[config.mk]
export PLATFORM = sky130hd
export DESIGN_NAME = operand_mux_ctrl
export DESIGN_NICKNAME = d
export VERILOG_FILES = /design/src/rtl/operand_mux_ctrl.sv
export SDC_FILE = /design/constraint.sdc
export NUM_CORES = 1
export LEC_CHECK = 0
export BUFFER_PORTS_ARGS = -buffer_cell sky130_fd_sc_hd__buf_2
export CORE_MARGIN = 5
export CORE_UTILIZATION = 59
export CTS_CLUSTER_SIZE = 30
export DETAILED_ROUTE_END_ITERATION = 7
export HOLD_SLACK_MARGIN = 0.02
export PLACE_DENSITY = 0.91
export SLEW_MARGIN = 30
export SYNTH_ARGS = -nofsm -noshare
export SYNTH_HDL_FRONTEND = slang
export SYNTH_SLANG_ARGS = --single-unit
[constraint.sdc]
create_clock -name clk -period 3.95 [get_ports clk]
set_clock_uncertainty 0.05 [all_clocks]
set_input_delay 0.1975 -clock clk [delete_from_list [all_inputs] [get_ports clk]]
set_output_delay 0.1975 -clock clk [all_outputs]
set_load 0.005 [all_outputs]
[src/rtl/operand_mux_ctrl.sv]
// Operand-select mux sequencer for the SISC 16-bit ALU: decodes the operand class, captures Rs, holds sel, reports done/err.
// Optional abort input is compiled in when OPMUX_ABORT_EN is defined.
module operand_mux_ctrl #(
    parameter int unsigned RS_WAIT_MAX = 4,
    parameter int unsigned HOLD_CYCLES = 1
) (
    input  logic       clk,
    input  logic       rst_f,
    input  logic       start,
    input  logic [1:0] op_class,
    input  logic       rs_valid,
`ifdef OPMUX_ABORT_EN
    input  logic       abort,
`endif
    output logic [1:0] sel,
    output logic       rs_new,
    output logic       busy,
    output logic       done,
    output logic       err
);

    localparam int unsigned      CNT_W     = 8;
    localparam logic [CNT_W-1:0] CNT_MAX   = {CNT_W{1'b1}};
    localparam logic [CNT_W-1:0] WAIT_LAST = CNT_W'(RS_WAIT_MAX - 1);
    localparam logic [CNT_W-1:0] HOLD_LAST = CNT_W'(HOLD_CYCLES - 1);
    localparam logic [1:0]       SEL_RS    = 2'd2;

    typedef enum logic [2:0] {
        ST_IDLE,
        ST_WAIT_RS,
        ST_CAPTURE,
        ST_HOLD,
        ST_DONE
    } state_t;

    state_t           state_q;
    logic [CNT_W-1:0] cnt_q;
    logic [CNT_W-1:0] cnt_d;
    logic             abort_c;

`ifdef OPMUX_ABORT_EN
    assign abort_c = abort;
`else
    assign abort_c = 1'b0;
`endif

    // Shared wait/hold counter saturates instead of wrapping
    assign cnt_d = (cnt_q == CNT_MAX) ? cnt_q : cnt_q + CNT_W'(1);

    always_ff @(posedge clk or negedge rst_f) begin
        if (!rst_f) begin
            state_q <= ST_IDLE;
            cnt_q   <= '0;
            sel     <= 2'd0;
            rs_new  <= 1'b0;
            busy    <= 1'b0;
            done    <= 1'b0;
            err     <= 1'b0;
        end else begin
            rs_new <= 1'b0;
            done   <= 1'b0;
            err    <= 1'b0;
            // Abort drops straight to IDLE without a done/err pulse; sel is left alone
            if (abort_c && (state_q != ST_IDLE)) begin
                state_q <= ST_IDLE;
                cnt_q   <= '0;
                busy    <= 1'b0;
            end else begin
                case (state_q)
                    ST_IDLE: begin
                        if (start) begin
                            busy  <= 1'b1;
                            cnt_q <= '0;
                            case (op_class)
                                2'd0, 2'd1: begin
                                    state_q <= ST_HOLD;
                                    sel     <= op_class;
                                end
                                2'd2: begin
                                    state_q <= ST_WAIT_RS;
                                end
                                default: begin
                                    state_q <= ST_DONE;
                                    done    <= 1'b1;
                                    err     <= 1'b1;
                                end
                            endcase
                        end
                    end
                    ST_WAIT_RS: begin
                        // rs_valid wins over a timeout in the same cycle
                        if (rs_valid) begin
                            state_q <= ST_CAPTURE;
                            rs_new  <= 1'b1;
                            cnt_q   <= '0;
                        end else if (cnt_q == WAIT_LAST) begin
                            state_q <= ST_DONE;
                            done    <= 1'b1;
                            err     <= 1'b1;
                            cnt_q   <= '0;
                        end else begin
                            cnt_q <= cnt_d;
                        end
                    end
                    ST_CAPTURE: begin
                        // sel moves to the held Rs only after the capture strobe
                        state_q <= ST_HOLD;
                        sel     <= SEL_RS;
                        cnt_q   <= '0;
                    end
                    ST_HOLD: begin
                        if (cnt_q == HOLD_LAST) begin
                            state_q <= ST_DONE;
                            done    <= 1'b1;
                            cnt_q   <= '0;
                        end else begin
                            cnt_q <= cnt_d;
                        end
                    end
                    ST_DONE: begin
                        state_q <= ST_IDLE;
                        busy    <= 1'b0;
                        cnt_q   <= '0;
                    end
                    default: begin
                        state_q <= ST_IDLE;
                        busy    <= 1'b0;
                        cnt_q   <= '0;
                    end
                endcase
            end
        end
    end

endmodule
==> reports/qor_table.md, run 1 <==
| Item | Reported |
|:---|:---|
| Worst-Skew Late Latency | 0.29 ns |
| Asr flop ratio synth | 100% |
| Slowest library cell on the worst path | sky130_fd_sc_hd__a31oi_1 |
| Mean Syn Cell Area | 9.35 µm² |
| Terminus of the critical flop-to-flop path | cnt_q[3] |
| Stage delay of the slowest cell on the critical path | 0.48 ns |
| Remaining number of nets flagged by the antenna check after routing | 0 |
| Max-slew headroom at the worst pin | 63.8% |
| Final layout net count | 120 |
| Most used standard cell by instance count after synthesis | sky130_fd_sc_hd__dfrtp_1 |
| Diodes inserted | 0 |
| Die Area | 2440 µm² |
| Number of global-route vias before repair | 702 |
| Cell Chain, Critical Path | ha_1 > and3_1 > a31oi_1 > nand4_1 > xor2_1 > nor2_1 |
| Number of cells on the worst reg-to-reg path | 6 |
| Final instance area | 997 µm² |
| Vias/cell | 6.01 |
| Area taken by multi-input logic gates | 434 µm² |
| Crit path to | cnt_q[3] |
| Total DRC errors in the routed layout | 0 |
| Die W | 49.4 µm |
| Final Cycle Share | 50.0% |
| Core area | 1490 µm² |
| Starting density of the core | 61.5% |
| Overall die height | 49.4 µm |
| Maximum operating frequency | 506 MHz |
| Share of Yosys cell area claimed by the top area cell type | 46.4% |
| Final-report max-slew violation count | 0 |
| Actual slew at the worst max-slew pin | 0.537 ns |
| Total global routing track utilization | 16.7% |
| Total leakage power | 0.000477 µW |
| Number of buffers on the longest clock path | 2 |
| Number of ports placed on the die boundary | 12 |
| Cell area after synthesis | 916 µm² |
| EDFF count, synth | 0 |
| Power per unit of standard cell area | 559 nW/µm² |
| Layout cells sized above 1 | 17.1% |
| Routed vias | 763 |
| Maxcap violations | 0 |
| Depth of the CTS H-tree | 1 |
| Clock period minus final worst setup slack | 1.98 ns |
| Fill cell total of the finished layout | 122 |
| Sort of element at the end of the critical path | flop |
| Launching instance or port of the critical path | cnt_q[0] |
| Routability Congestion | 0.886 |
| Global-route wire length before repair | 3130 µm |
| Number of CTS-inserted buffers | 3 |
| Sequential-to-total area share from yosys stat | 46.4% |
| Yosys warning total | 0 |
| Run status | complete, no violations |
| Critical Path Start Type | flop |
| Clock root buffer master | sky130_fd_sc_hd__clkbuf_4 |
| Most frequent cells after synthesis | sky130_fd_sc_hd__dfrtp_1, sky130_fd_sc_hd__nor2_1, sky130_fd_sc_hd__a21oi_1, sky130_fd_sc_hd__nand2_1, sky130_fd_sc_hd__inv_1 |
| Maximum number of pins on one net before global-route repair | 18 |
| Routed WL per cell | 14.0 µm |
| Worst EP arrival | 2.09 ns |
| DP Wirelength | 1340 µm |
| Hold Path Class | in2reg |
| Leading post-synthesis cells by cell area | sky130_fd_sc_hd__dfrtp_1, sky130_fd_sc_hd__nor2_1, sky130_fd_sc_hd__a21oi_1 |
| Syn_nets | 106 |
| Count of endpoints failing hold in the final timing report | 0 |
| Row count | 14 |
| R2r setup slk | 1.97 ns |
| TritonCTS clock tree | yes |
| Post-synthesis sequential element count | 17 |
| Count of input and output buffers | 11 |
| Clock sinks | 17 |
| Number of DRC violations after detailed-routing iteration 0 | 21 |
| Cell taking the most area after synthesis | sky130_fd_sc_hd__dfrtp_1 |
| Total area of sequential cells | 425 µm² |
| Final Setup Violations | 0 |
| Final wirelength | 1780 µm |
| Total Negative Setup Slacks | 0 ns |
| Dominant register cell in the synthesized netlist | sky130_fd_sc_hd__dfrtp_1 |
| Max VDD drop | 356 µV |
| Source of the worst register-to-register timing path | cnt_q[0] |
| Setup repair after global routing missed its margin | no |
| Register clock-pin slew on the reported worst setup and hold paths | 0.09 ns |
| Cell count after synthesis | 98 |
| Number of different library cells in the post-synthesis netlist | 31 |
| Critical path peak fanout | 6 |
| Setup bufs post-CTS | 0 |
| Initial antenna violation count | 0 |
| Count of TritonRoute iterations in the first routing pass | 4 |
| Post-synthesis to final-layout area growth | 8.88% |
| Aggregate global routing overflow | 0 |
| Critical path start-end classification | reg2reg |
| Placed inst area | 961 µm² |
| Worst EP required | 4.06 ns |
[placed cells by master, fill, tap and decap left out, types with 4 or more instances in the layout]
cell type and n:
sky130_fd_sc_hd__dfrtp_1 17, sky130_fd_sc_hd__nor2_1 14, sky130_fd_sc_hd__buf_2 11, sky130_fd_sc_hd__nand2_1 8, sky130_fd_sc_hd__a21oi_1 8, sky130_fd_sc_hd__inv_1 7
sky130_fd_sc_hd__o21ai_0 5, sky130_fd_sc_hd__nand3_1 4
[per-layer routing]
layer  vias to the layer above  GRT usage (%)  routed length [µm]
li1                        379              -                   -
met1                       348           20.5                 770
met2                        31           24.9                 831
met3                         5           5.50                 137
met4                         0           10.5                  45
met5                         -              0                   0
[area by class of cell]
cell class	instances	share of cell area, %
Timing Repair Buffer	12	6.52
Clock buffer	4	2.63
Inverter	7	2.63
Tap cell	16	2.01
Sequential cell	17	42.7
Multi-Input combinational cell	71	43.5
[registers in the layout (all words and copies together) (netlist names)]
register,count
cnt_q,8
done,1
state_q,3
rs_new,1
err,1
busy,1
sel,2
[repair_timing]
item,in CTS,in global routing
resized for setup,0,0
hold buffers,1,0
hold endpoints to repair,17,0
setup endpoints to repair,0,0
[through the flow]
step | total power [µW] | util [%] | std cells | hold WS, ns | setup WS (ns)
floorplan | 429 | - | 98 | -0.148 | 2.20
global placement | 456 | 64.5 | 122 | 0.0770 | 2.01
detailed placement | 468 | 64.5 | 122 | 0.0814 | 2.00
CTS | 559 | 67.0 | 127 | 0.136 | 1.97
global route | 609 | 67.0 | 127 | 0.124 | 1.75
finish | 557 | 67.0 | 127 | 0.140 | 1.97
[worst min path at each step]
stage / to / from / cells past startpoint / slack [ns]
after floorplan: busy / rst_f / 0 / -0.15
after global routing: rs_new / rs_valid / 3 / 0.12
final: rs_new / rs_valid / 3 / 0.14
after CTS: rs_new / rs_valid / 3 / 0.14
after detailed placement: sel[0] / rst_f / 1 / 0.08
after global placement: sel[0] / rst_f / 1 / 0.08
[worst max-delay path: cells and delay by family (launching register included)]
family          cells  cell delay [ns]
compound gates      1             0.48
fa+ha+maj           1             0.26
xor+xnor            1             0.16
simple gates        3             0.46
flops               1             0.44
[report_power, final]
part           switching, µW  internal, µW  leakage, µW  total (µW)
Sequential              46.5           215     0.000224         262
Combinational            119          86.4     0.000237         205
Clock                   51.1          39.3    0.0000150        90.4
[cell families (layout without fill, tap and decap cells)]
logic type / Yosys count / count (layout) / synth area share, %
fa+ha+maj: 2 / 2 / 2.73
buf+inv: 10 / 23 / 6.15
flops: 17 / 17 / 46.4
simple gates: 41 / 41 / 23.4
compound gates: 24 / 24 / 17.5
xor+xnor: 4 / 4 / 3.83
Note: power is estimated with default switching activity, not from simulation.
==> inputs of run 2 (changes only) <==
--- a/config.mk
+++ b/config.mk
@@ -7,11 +7,11 @@
 export LEC_CHECK = 0
 export BUFFER_PORTS_ARGS = -buffer_cell sky130_fd_sc_hd__buf_2
 export CORE_MARGIN = 5
-export CORE_UTILIZATION = 59
+export CORE_UTILIZATION = 55
 export CTS_CLUSTER_SIZE = 30
 export DETAILED_ROUTE_END_ITERATION = 7
 export HOLD_SLACK_MARGIN = 0.02
-export PLACE_DENSITY = 0.91
+export PLACE_DENSITY = 0.87
 export SLEW_MARGIN = 30
 export SYNTH_ARGS = -nofsm -noshare
 export SYNTH_HDL_FRONTEND = slang
==> constraint.sdc (replaced) <==
create_clock -name clk -period 1.91 [get_ports clk]
set_clock_uncertainty 0.05 [all_clocks]
set_input_delay 0.0955 -clock clk [delete_from_list [all_inputs] [get_ports clk]]
set_output_delay 0.0955 -clock clk [all_outputs]
set_load 0.005 [all_outputs]
==> run 2 against run 1 <==
Compared with the run above: setup slack got worse by 1.8 ns; global-route usage decreased by 0.47 points; via count increased by 3.7%; clock power increased by 110%; first-iteration DRC count decreased by 48%; non-clock buffer count increased by 8; cell count increased by 6.3%; critical path depth increased by 1; wire length increased by 5.1%; highest routed layer unchanged.
==> reports/qor_table.md, run 2 (synthesis gave the netlist of run 1 again) <==
| Item | Reported |
|:---|:---|
| Run status | complete, no violations |
| Utilization of the core after routing | 69.6% |
| Worst EP required | 2.05 ns |
| Clock sinks | 17 |
| Total leakage power | 0.000517 µW |
| Overall die height | 50.8 µm |
| Aggregate global routing overflow | 0 |
| Largest register by flop count | cnt_q |
| Number of global-route vias before repair | 723 |
| Clock period minus final worst setup slack | 1.78 ns |
| Number of ports placed on the die boundary | 12 |
| Max-slew headroom at the worst pin | 74.5% |
| Cell class contributing the biggest share of worst-path delay | flip-flops |
| Pre-CTS worst setup slack | 0.139 ns |
| Register clock-pin slew on the reported worst setup and hold paths | 0.09 ns |
| Diodes inserted | 0 |
| Row count | 14 |
| Global-route wire length before repair | 3150 µm |
| Sort of element at the end of the critical path | flop |
| Critical path start-end classification | reg2reg |
| Final Setup Violations | 0 |
| Critical Path Start Type | flop |
| Count of endpoints failing hold in the final timing report | 0 |
| Count of TritonRoute iterations in the first routing pass | 4 |
| Most common library cell in the layout ignoring fill and taps | sky130_fd_sc_hd__dfrtp_1 |
| DP Wirelength | 1380 µm |
| Stage delay of the slowest cell on the critical path | 0.42 ns |
| Initial antenna violation count | 0 |
| Number of CTS-inserted buffers | 3 |
| Actual slew at the worst max-slew pin | 0.379 ns |
| Cell Chain, Critical Path | ha_1 > and3_1 > a31oi_2 > buf_4 > nand4_1 > xor2_1 > nor2_1 |
| Total DRC errors in the routed layout | 0 |
| Remaining number of nets flagged by the antenna check after routing | 0 |
| Post-synthesis to final-layout area growth | 17.1% |
| Final layout net count | 128 |
| Clock root buffer master | sky130_fd_sc_hd__clkbuf_4 |
| Maximum operating frequency | 563 MHz |
| Hold Path Class | in2reg |
| Final-report max-slew violation count | 0 |
| Maximum number of pins on one net before global-route repair | 18 |
| Max reg flops | 8 |
| Worst EP arrival | 1.92 ns |
| Routed vias | 791 |
| Total global routing track utilization | 16.2% |
| Biggest regs | cnt_q (8), state_q (3), sel (2) |
| Final wirelength | 1880 µm |
| Number of DRC violations after detailed-routing iteration 0 | 11 |
| Placed inst area | 1020 µm² |
| Final Non-Filler Cells | 135 |
| Routability Congestion | 0.855 |
| TritonCTS clock tree | yes |
| Power per unit of standard cell area | 1180 nW/µm² |
| Routed WL per cell | 13.9 µm |
| Number of buffers on the longest clock path | 2 |
| Worst Slack Setup Final | 0.133 ns |
| Die Area | 2580 µm² |
| Setup bufs post-CTS | 0 |
| Critical path peak fanout | 6 |
| Depth of the CTS H-tree | 1 |
| Buffers and inverters on the worst path | 1 |
| Maxcap violations | 0 |
| Vias/cell | 5.86 |
| Final instance area | 1070 µm² |
| Max VDD drop | 847 µV |
| Number of placed instances, taps included | 130 |
| Layout cells sized above 1 | 25.2% |
| Total Negative Setup Slacks | 0 ns |
| Die W | 50.8 µm |
| Commonest cells after routing, fill and taps aside | sky130_fd_sc_hd__dfrtp_1, sky130_fd_sc_hd__nor2_1, sky130_fd_sc_hd__buf_2 |
| Count of input and output buffers | 11 |
| Starting density of the core | 59.4% |
| Core area | 1540 µm² |
| Final Cycle Share | 93.0% |
| Slowest library cell on the worst path | sky130_fd_sc_hd__dfrtp_1 |
| Worst-Skew Late Latency | 0.29 ns |
-- run 2: cell count changes in the layout (fill, tap and decap cells not counted) --
| cell | previous run | this run |
|---|---|---|
| sky130_fd_sc_hd__or2_1 | 1 | 0 |
| sky130_fd_sc_hd__or2_4 | 0 | 1 |
| sky130_fd_sc_hd__nor4_1 | 1 | 0 |
| sky130_fd_sc_hd__buf_4 | 0 | 8 |
| sky130_fd_sc_hd__a31oi_2 | 0 | 1 |
| sky130_fd_sc_hd__nor4_2 | 1 | 2 |
| sky130_fd_sc_hd__a31oi_1 | 1 | 0 |
-- run 2: repair_timing --
action,CTS,global route
gates resized for setup,0,3
hold buffers,1,0
hold endpoints to repair,17,0
setup endpoints to repair,0,4
-- run 2: worst paths after layout --
check | start | endpoint | slack [ns] | depth (start not counted)
max | cnt_q[1] | cnt_q[5] | 0.13 | 7
min | rs_valid | rs_new | 0.04 | 3
max reg2reg | cnt_q[1] | cnt_q[5] | 0.13 | 7
min reg2reg | busy | busy | 0.47 | 2
max in group asynchronous | rst_f | cnt_q[6] | 1.35 | 2
min in group asynchronous | rst_f | sel[1] | 0.19 | 2
-- run 2: per-layer routing --
layer | track usage, % | wire length, µm | vias up
met5 | 0 | 0 | -
met4 | 8.94 | 51 | 0
met3 | 3.85 | 112 | 5
met2 | 23.6 | 897 | 26
met1 | 22.1 | 813 | 370
li1 | - | - | 390
-- run 2: cell type report --
class,count,area (µm²)
tap,16,20.0
timing repair buffer,20,125
multi-input combinational,71,449
inverter,7,26.3
clock buffer,4,26.3
sequential,17,425
fill,117,469
-- run 2: power breakdown --
group / internal, µW / switching (µW)
Sequential: 446 / 47.3
Combinational: 265 / 320
Clock: 81.4 / 109
-- run 2: worst min-delay path: stages --
cell and delay [ns]:
sky130_fd_sc_hd__buf_2 0.11, sky130_fd_sc_hd__nand3_1 0.08, sky130_fd_sc_hd__inv_1 0.06
-- run 2: through the flow --
step | power (µW) | hold slack (ns)
global route | 1370 | 0.0371
finish | 1270 | 0.0439
floorplan | 887 | -0.250
CTS | 1250 | 0.0308
detailed placement | 1060 | -0.0190
global placement | 1040 | -0.0210
